<file path="src/rtl/captura_operandos.sv">
// Keypad front end for the divider: scans a 4x4 matrix, debounces presses and
// assembles a dividend/divisor pair, refusing to present a zero divisor.
module captura_operandos #(
  parameter int m           = 4,
  parameter int SCAN_CYCLES = 50000,
  parameter int DEBOUNCE    = 200000
) (
  input  logic         clk,
  input  logic         rst,
  input  logic [3:0]   filas,
  output logic [3:0]   columnas,
  output logic [m-1:0] dividendo,
  output logic [m-1:0] divisor,
  output logic         listo,
  output logic         error_div0,
  output logic         tecla_evento
);

  localparam int CNT_MAX = (DEBOUNCE > SCAN_CYCLES) ? DEBOUNCE : SCAN_CYCLES;
  localparam int CW      = $clog2(CNT_MAX + 1);
  localparam logic [CW-1:0]  SCAN_LAST = CW'(SCAN_CYCLES - 1);
  localparam logic [CW-1:0]  DEB_LAST  = CW'(DEBOUNCE - 1);
  localparam logic [m+3:0]   MAXV      = {4'b0000, {m{1'b1}}};
  localparam logic [m+3:0]   DIEZ      = (m+4)'(10);

  localparam logic [3:0] K_STAR  = 4'd10;
  localparam logic [3:0] K_HASH  = 4'd11;
  localparam logic [3:0] K_LETRA = 4'd12;

  typedef enum logic [1:0] {BARRIDO, REBOTE_P, ESPERA_SOLTAR} scan_e;
  typedef enum logic [1:0] {ESPERA_A, ESPERA_B, LISTO} entrada_e;

  function automatic logic [3:0] decodifica(input logic [1:0] fila, input logic [1:0] col);
    case ({fila, col})
      4'h0: decodifica = 4'd1;
      4'h1: decodifica = 4'd2;
      4'h2: decodifica = 4'd3;
      4'h4: decodifica = 4'd4;
      4'h5: decodifica = 4'd5;
      4'h6: decodifica = 4'd6;
      4'h8: decodifica = 4'd7;
      4'h9: decodifica = 4'd8;
      4'hA: decodifica = 4'd9;
      4'hC: decodifica = K_STAR;
      4'hD: decodifica = 4'd0;
      4'hE: decodifica = K_HASH;
      default: decodifica = K_LETRA;
    endcase
  endfunction

  // Lowest-index low row wins when several keys share a column.
  function automatic logic [1:0] fila_baja(input logic [3:0] f);
    if (!f[0])      fila_baja = 2'd0;
    else if (!f[1]) fila_baja = 2'd1;
    else if (!f[2]) fila_baja = 2'd2;
    else            fila_baja = 2'd3;
  endfunction

  function automatic logic [1:0] col_idx(input logic [3:0] c);
    case (c)
      4'b1110: col_idx = 2'd0;
      4'b1101: col_idx = 2'd1;
      4'b1011: col_idx = 2'd2;
      default: col_idx = 2'd3;
    endcase
  endfunction

  function automatic logic [m+3:0] acumula(input logic [m-1:0] v, input logic [3:0] d);
    acumula = {4'b0000, v} * DIEZ + {{m{1'b0}}, d};
  endfunction

  logic [3:0]    filas_s1_q, filas_s2_q;
  scan_e         scan_q, scan_d;
  logic [CW-1:0] cnt_q, cnt_d;
  logic [3:0]    columnas_q, columnas_d;
  logic [1:0]    fila_q, fila_d;
  logic [3:0]    codigo_q, codigo_d;
  logic          tecla_evento_q, tecla_evento_d;
  entrada_e      estado_q, estado_d;
  logic [m-1:0]  dividendo_q, dividendo_d;
  logic [m-1:0]  divisor_q, divisor_d;
  logic          listo_q, listo_d;
  logic          error_q, error_d;

  logic [3:0]    col_sig;
  logic [m+3:0]  cand_a, cand_b, digito_ext;
  logic          es_digito;

  assign col_sig = {columnas_q[2:0], columnas_q[3]};

  always_comb begin
    scan_d         = scan_q;
    cnt_d          = cnt_q;
    columnas_d     = columnas_q;
    fila_d         = fila_q;
    codigo_d       = codigo_q;
    tecla_evento_d = 1'b0;
    case (scan_q)
      BARRIDO: begin
        if (cnt_q == SCAN_LAST) begin
          cnt_d = '0;
          if (filas_s2_q != 4'hF) begin
            fila_d = fila_baja(filas_s2_q);
            scan_d = REBOTE_P;
          end else begin
            columnas_d = col_sig;
          end
        end else begin
          cnt_d = cnt_q + 1'b1;
        end
      end
      REBOTE_P: begin
        if (!filas_s2_q[fila_q]) begin
          if (cnt_q == DEB_LAST) begin
            cnt_d          = '0;
            tecla_evento_d = 1'b1;
            codigo_d       = decodifica(fila_q, col_idx(columnas_q));
            scan_d         = ESPERA_SOLTAR;
          end else begin
            cnt_d = cnt_q + 1'b1;
          end
        end else begin
          cnt_d      = '0;
          columnas_d = col_sig;
          scan_d     = BARRIDO;
        end
      end
      ESPERA_SOLTAR: begin
        if (filas_s2_q == 4'hF) begin
          if (cnt_q == DEB_LAST) begin
            cnt_d      = '0;
            columnas_d = col_sig;
            scan_d     = BARRIDO;
          end else begin
            cnt_d = cnt_q + 1'b1;
          end
        end else begin
          cnt_d = '0;
        end
      end
      default: begin
        scan_d     = BARRIDO;
        cnt_d      = '0;
        columnas_d = 4'b1110;
      end
    endcase
  end

  assign es_digito  = (codigo_q <= 4'd9);
  assign cand_a     = acumula(dividendo_q, codigo_q);
  assign cand_b     = acumula(divisor_q, codigo_q);
  assign digito_ext = {{m{1'b0}}, codigo_q};

  // The key code registered with the pulse is consumed on the edge that ends the pulse.
  always_comb begin
    estado_d    = estado_q;
    dividendo_d = dividendo_q;
    divisor_d   = divisor_q;
    listo_d     = listo_q;
    error_d     = error_q;
    if (tecla_evento_q && codigo_q != K_LETRA) begin
      case (estado_q)
        ESPERA_A: begin
          if (es_digito) begin
            if (cand_a <= MAXV) dividendo_d = cand_a[m-1:0];
          end else if (codigo_q == K_HASH) begin
            divisor_d = '0;
            estado_d  = ESPERA_B;
          end else begin
            dividendo_d = '0;
          end
        end
        ESPERA_B: begin
          error_d = 1'b0;
          if (es_digito) begin
            if (cand_b <= MAXV) divisor_d = cand_b[m-1:0];
          end else if (codigo_q == K_HASH) begin
            if (divisor_q != '0) begin
              listo_d  = 1'b1;
              estado_d = LISTO;
            end else begin
              error_d = 1'b1;
            end
          end else begin
            dividendo_d = '0;
            divisor_d   = '0;
            estado_d    = ESPERA_A;
          end
        end
        LISTO: begin
          if (es_digito) begin
            dividendo_d = digito_ext[m-1:0];
            divisor_d   = '0;
            listo_d     = 1'b0;
            estado_d    = ESPERA_A;
          end else if (codigo_q == K_STAR) begin
            dividendo_d = '0;
            divisor_d   = '0;
            listo_d     = 1'b0;
            estado_d    = ESPERA_A;
          end
        end
        default: begin
          estado_d = ESPERA_A;
          listo_d  = 1'b0;
        end
      endcase
    end
  end

  always_ff @(posedge clk or posedge rst) begin
    if (rst) begin
      filas_s1_q     <= 4'hF;
      filas_s2_q     <= 4'hF;
      scan_q         <= BARRIDO;
      cnt_q          <= '0;
      columnas_q     <= 4'b1110;
      fila_q         <= 2'd0;
      codigo_q       <= 4'd0;
      tecla_evento_q <= 1'b0;
      estado_q       <= ESPERA_A;
      dividendo_q    <= '0;
      divisor_q      <= '0;
      listo_q        <= 1'b0;
      error_q        <= 1'b0;
    end else begin
      filas_s1_q     <= filas;
      filas_s2_q     <= filas_s1_q;
      scan_q         <= scan_d;
      cnt_q          <= cnt_d;
      columnas_q     <= columnas_d;
      fila_q         <= fila_d;
      codigo_q       <= codigo_d;
      tecla_evento_q <= tecla_evento_d;
      estado_q       <= estado_d;
      dividendo_q    <= dividendo_d;
      divisor_q      <= divisor_d;
      listo_q        <= listo_d;
      error_q        <= error_d;
    end
  end

  assign columnas     = columnas_q;
  assign dividendo    = dividendo_q;
  assign divisor      = divisor_q;
  assign listo        = listo_q;
  assign error_div0   = error_q;
  assign tecla_evento = tecla_evento_q;

endmodule
</file>
<file path="config.mk">
export PLATFORM = sky130hd
export DESIGN_NAME = captura_operandos
export DESIGN_NICKNAME = d
export VERILOG_FILES = /design/src/rtl/captura_operandos.sv
export SDC_FILE = /design/constraint.sdc
export NUM_CORES = 1
export LEC_CHECK = 0
export ABC_AREA = 1
export BUFFER_PORTS_ARGS = -buffer_cell sky130_fd_sc_hd__buf_2
export CAP_MARGIN = 25
export CELL_PAD_IN_SITES_DETAIL_PLACEMENT = 1
export CELL_PAD_IN_SITES_GLOBAL_PLACEMENT = 2
export CORE_MARGIN = 2
export CORE_UTILIZATION = 40
export CTS_BUF_LIST = sky130_fd_sc_hd__clkbuf_8
export DETAILED_ROUTE_END_ITERATION = 7
export HOLD_SLACK_MARGIN = 0.08
export MAX_ROUTING_LAYER = met4
export PLACE_DENSITY = 0.91
export REMOVE_ABC_BUFFERS = 1
export SLEW_MARGIN = 20
export SYNTH_ARGS = -nofsm -noshare
export SYNTH_HDL_FRONTEND = slang
export SYNTH_SLANG_ARGS = --single-unit
</file>
<file path="constraint.sdc">
create_clock -name clk -period 3.6 [get_ports clk]
set_clock_uncertainty 0.15 [all_clocks]
set_input_delay 0.54 -clock clk [delete_from_list [all_inputs] [get_ports clk]]
set_output_delay 0.54 -clock clk [all_outputs]
set_load 0.01 [all_outputs]
</file>
==> results.rst <==
.. list-table::
   :header-rows: 1

   * - Metric
     - Value
   * - Clock root buffer master
     - sky130_fd_sc_hd__clkbuf_8
   * - Class of the tightest hold or removal check
     - input port to async pin
   * - Initial Utilization
     - between 40% and 50%
   * - Critical Setup Path Class
     - register to register
   * - Std-Cell Rows
     - 34
   * - Fraction of final layout cells sized beyond drive strength 1
     - a little over an eighth
   * - Max-cap violations
     - 0
   * - Count of H-tree levels built during CTS
     - 2
   * - Max Fanout on Critical Path
     - 6
   * - Clock Pin Slew Worst Setup and Hold Paths
     - 0.11 ns
   * - Placement Cell Area
     - 3840 sq um
   * - Post-synth cell types
     - between 40 and 50
   * - Critical path's largest stage delay
     - 0.50 ns
   * - Final-layout fill cell count
     - around 1100
   * - Clock buffer depth
     - 2
   * - # resized after CTS
     - 0
   * - Number of nets with antenna violations after detailed routing
     - 0
   * - Layout overhead on the synthesized area
     - 8.91%
   * - Number of I/O pins
     - 21
   * - Final setup margin
     - around 0.88 ns
   * - Final Util
     - 45.1%
   * - Total number of vias
     - about 3200
   * - Detailed Route WL
     - between 8000 and 9000 um
   * - Via count of the first global-routing pass
     - between 3000 and 4000
   * - Number of setup violations in the final report
     - 0
   * - RePlAce Congestion
     - around 0.85
   * - Worst slew slack as a fraction of its limit
     - between 60% and 70%
   * - Most frequent cells in the layout
     - sky130_fd_sc_hd__nand2_1 (139), sky130_fd_sc_hd__inv_1 (81), sky130_fd_sc_hd__nand3_1 (48), sky130_fd_sc_hd__dfrtp_1 (40), sky130_fd_sc_hd__nor2_1 (33)
   * - All-layer global routing usage
     - 19.6%
   * - Synth Area per Inst
     - 7.34 sq um
   * - Global-route wire length before repair
     - 15400 um
   * - Power density over cell area
     - about 240 nW/um^2
   * - Clock insertion delay at the later pin of the skew report
     - ~0.32 ns
   * - Register area share after synthesis
     - 35.7%
   * - Upper clock frequency limit
     - ~370 MHz
   * - Synth warn
     - 0
   * - Clock tree sinks
     - 51
   * - Hold-fix buffers at CTS
     - 0
   * - Unrepaired setup endpoints after global routing
     - false
   * - Dominant cell type by count on the critical path
     - sky130_fd_sc_hd__nand2_1
   * - Outcome
     - finished, final reports clean
   * - Place WS
     - about 0.87 ns
   * - Final routed DRC violation total
     - 0
   * - Total of flip-flops plus latches after synthesis
     - about 50
   * - Total buffers and inverters traversed by the critical path
     - 2
   * - Worst path top cell family by delay
     - adder cells
   * - Final clock period utilization by the worst path
     - about 76%
   * - Width of the die
     - about 99 um
   * - Die ar.
     - approximately 9800 sq um
   * - Post-Syn Instances
     - roughly 490
   * - Y dimension of the die
     - between 90 and 100 um
   * - Clock tree from TritonCTS
     - yes
   * - Post-detailed-route wirelength per cell
     - between 10 and 15 um
   * - Port-buffer cells
     - 20
   * - Critical path cell sequence
     - ha_1 -> ha_1 -> fa_1 -> nand2_1 -> inv_1 -> nand2_1 -> nand2_1 -> inv_1 -> nor2_1 -> nand3_1 -> nand2_1 -> nand2_1 -> nand2_1 -> nand2_1
   * - Most common cell after layout, fill and taps aside
     - sky130_fd_sc_hd__nand2_1
   * - Critical-path cell with the highest stage delay
     - sky130_fd_sc_hd__fa_1
   * - Length of the first detailed-routing pass in iterations
     - 4
   * - Setup crit end kind
     - register
   * - Overflow left after global routing
     - 0
   * - Cell area after layout
     - approximately 3900 sq um
   * - Max Transition Viols Final
     - 0
   * - Standby leakage power
     - roughly 2.1 nW
   * - Worst setup SP type
     - register
   * - Final nets
     - 552
   * - Top cell type's share of synthesized area
     - between 20 and 30%
   * - Routed via count divided by cell count
     - just over 5
   * - Post-CTS Setup Inserts
     - 0
   * - Minimum period implied by the final worst setup slack
     - between 2 and 3 ns
   * - Slew at the pin with the worst max-slew slack
     - around 0.53 ns
   * - Total core area
     - around 8700 sq um
   * - Final HPWL from detailed placement
     - ~7000 um
   * - Number of antenna violations at the first check in global routing
     - 0
   * - Largest net degree at the start of global routing
     - 29
   * - Signal arrival time at the worst endpoint
     - around 2.8 ns
   * - Share of async-settable or async-resettable flops after synthesis
     - 100%
   * - Main flop type after synthesis
     - sky130_fd_sc_hd__dfrtp_1
   * - TritonCTS Buffers
     - 5
   * - Worst ir drop on vdd
     - 0.164 mV
   * - Total negative slack
     - 0 ns
   * - Antenna diode count
     - 0
   * - Dominant cell type by area after synthesis
     - sky130_fd_sc_hd__dfrtp_1
   * - Synth Cell Area
     - 3610 sq um
   * - Req. time, crit path
     - 3.67 ns
   * - Number of hold violations in the final report
     - 0
   * - Leading cell types by total area after synthesis
     - sky130_fd_sc_hd__dfrtp_1 (28%), sky130_fd_sc_hd__nand2_1 (14%), sky130_fd_sc_hd__ha_1 (9.0%), sky130_fd_sc_hd__inv_1 (8.5%), sky130_fd_sc_hd__dfstp_2 (8.0%)
   * - Number of violations reported at the end of detailed-routing iteration 0
     - between 80 and 90
   * - Number of enable-type register cells in the synthesized netlist
     - 0
==> report_power, final <==
group	internal [mW]	total (mW)	switching [mW]
clock network	0.144	0.359	0.216
registers	0.581	0.583	0.00210
logic	0.00546	0.0202	0.0147
==> final timing paths <==
| path | slack, ns | start | to | cells after the start |
|---|---|---|---|---|
| max in group asynchronous | 2.66 | rst | dividendo[1]$_DFFE_PP0P_ | 3 |
| worst min-delay path | 0.09 | rst | scan_q[1]$_DFFE_PP0P_ | 2 |
| worst max-delay path | 0.88 | divisor[1]$_DFFE_PP0P_ | divisor[3]$_DFFE_PP0P_ | 14 |
| worst min register to register | 0.21 | filas_s1_q[3]$_DFF_PP1_ | filas_s2_q[3]$_DFF_PP1_ | 0 |
| min in group clk | 0.15 | filas[2] | filas_s1_q[2]$_DFF_PP1_ | 1 |
| worst max register to register | 0.88 | divisor[1]$_DFFE_PP0P_ | divisor[3]$_DFFE_PP0P_ | 14 |
==> per-stage QoR <==
stage	power, mW	instances	hold WS [ns]
after floorplan	0.604	488	0.195
after global placement	0.612	616	0.196
after detailed placement	0.615	617	0.197
after CTS	0.982	625	0.0971
after global routing	1.01	625	0.129
final	0.963	625	0.0933
==> area by class of cell <==
type | count | area [sq um] | area share [%]
clock buffers | 5 | 68.8 | 1.75
clock inverters | 3 | 26.3 | 0.668
multi-input cells | 347 | 1950 | 49.7
well taps | 108 | 135 | 3.44
repair buffers | 21 | 120 | 3.05
flip-flops and latches | 51 | 1290 | 32.8
inverters | 90 | 338 | 8.59
==> worst register-to-register path, delay by kind of cell (launching register included) <==
| family | cells | cell delay [ns] |
|---|---|---|
| simple gates | 9 | 0.77 |
| buf+inv | 2 | 0.17 |
| flops | 1 | 0.47 |
| fa+ha+maj | 3 | 1.07 |
==> metal layers <==
metal | global-route usage [%] | share of wire [%] | vias up | routed length, um
met5 | - | 0 | - | 0
met4 | 5.06 | 1.4 | 0 | 121
met3 | 2.13 | 2.0 | 11 | 172
met2 | 32.8 | 48 | 27 | 4190
met1 | 25.4 | 48 | 1505 | 4160
li1 | - | - | 1616 | -
==> cell families (layout without fill, tap and decap cells) <==
family | after synthesis | count (layout) | share of synthesized area (%)
AO/OA/AOI/OAI | 51 | 51 | 8.21
flip-flops | 51 | 51 | 35.7
AND/OR/NAND/NOR | 261 | 261 | 33.5
adder cells (fa/ha/maj) | 30 | 30 | 11.2
XOR/XNOR | 5 | 5 | 1.21
buffers and inverters | 94 | 119 | 10.2
==> flip-flops by register name (all words and copies together), names as in the netlist <==
| name | flops |
|---|---|
| cnt_q | 18 |
| codigo_q | 4 |
| columnas | 4 |
| dividendo | 4 |
| divisor | 4 |
| filas_s1_q | 4 |
| filas_s2_q | 4 |
| estado_q | 2 |
| fila_q | 2 |
| scan_q | 2 |
| error_div0 | 1 |
| listo | 1 |
| tecla_evento | 1 |
==> synthesized netlist by cell type, types with 2 or more instances <==
cell type                  number
sky130_fd_sc_hd__fa_1           4
sky130_fd_sc_hd__inv_2          6
sky130_fd_sc_hd__inv_1         82
sky130_fd_sc_hd__dfstp_2       11
sky130_fd_sc_hd__nor3_1        11
sky130_fd_sc_hd__buf_2          2
sky130_fd_sc_hd__clkinv_1       2
sky130_fd_sc_hd__ha_1          26
sky130_fd_sc_hd__nand2_2        5
sky130_fd_sc_hd__and3b_1        2
sky130_fd_sc_hd__a21oi_1       11
sky130_fd_sc_hd__o211ai_1       3
sky130_fd_sc_hd__nand2_1      139
sky130_fd_sc_hd__nor3_4         3
sky130_fd_sc_hd__a22oi_1        2
sky130_fd_sc_hd__nand3_1       48
sky130_fd_sc_hd__a31oi_1        3
sky130_fd_sc_hd__nor2_2         2
sky130_fd_sc_hd__dfrtp_1       40
sky130_fd_sc_hd__and2_1         2
sky130_fd_sc_hd__nand4_1        5
sky130_fd_sc_hd__nor2_1        33
sky130_fd_sc_hd__nand3_2        4
sky130_fd_sc_hd__o21ai_0       17
sky130_fd_sc_hd__xor2_1         5
sky130_fd_sc_hd__o21ai_1        9
Note: power is estimated with default switching activity, not from simulation.
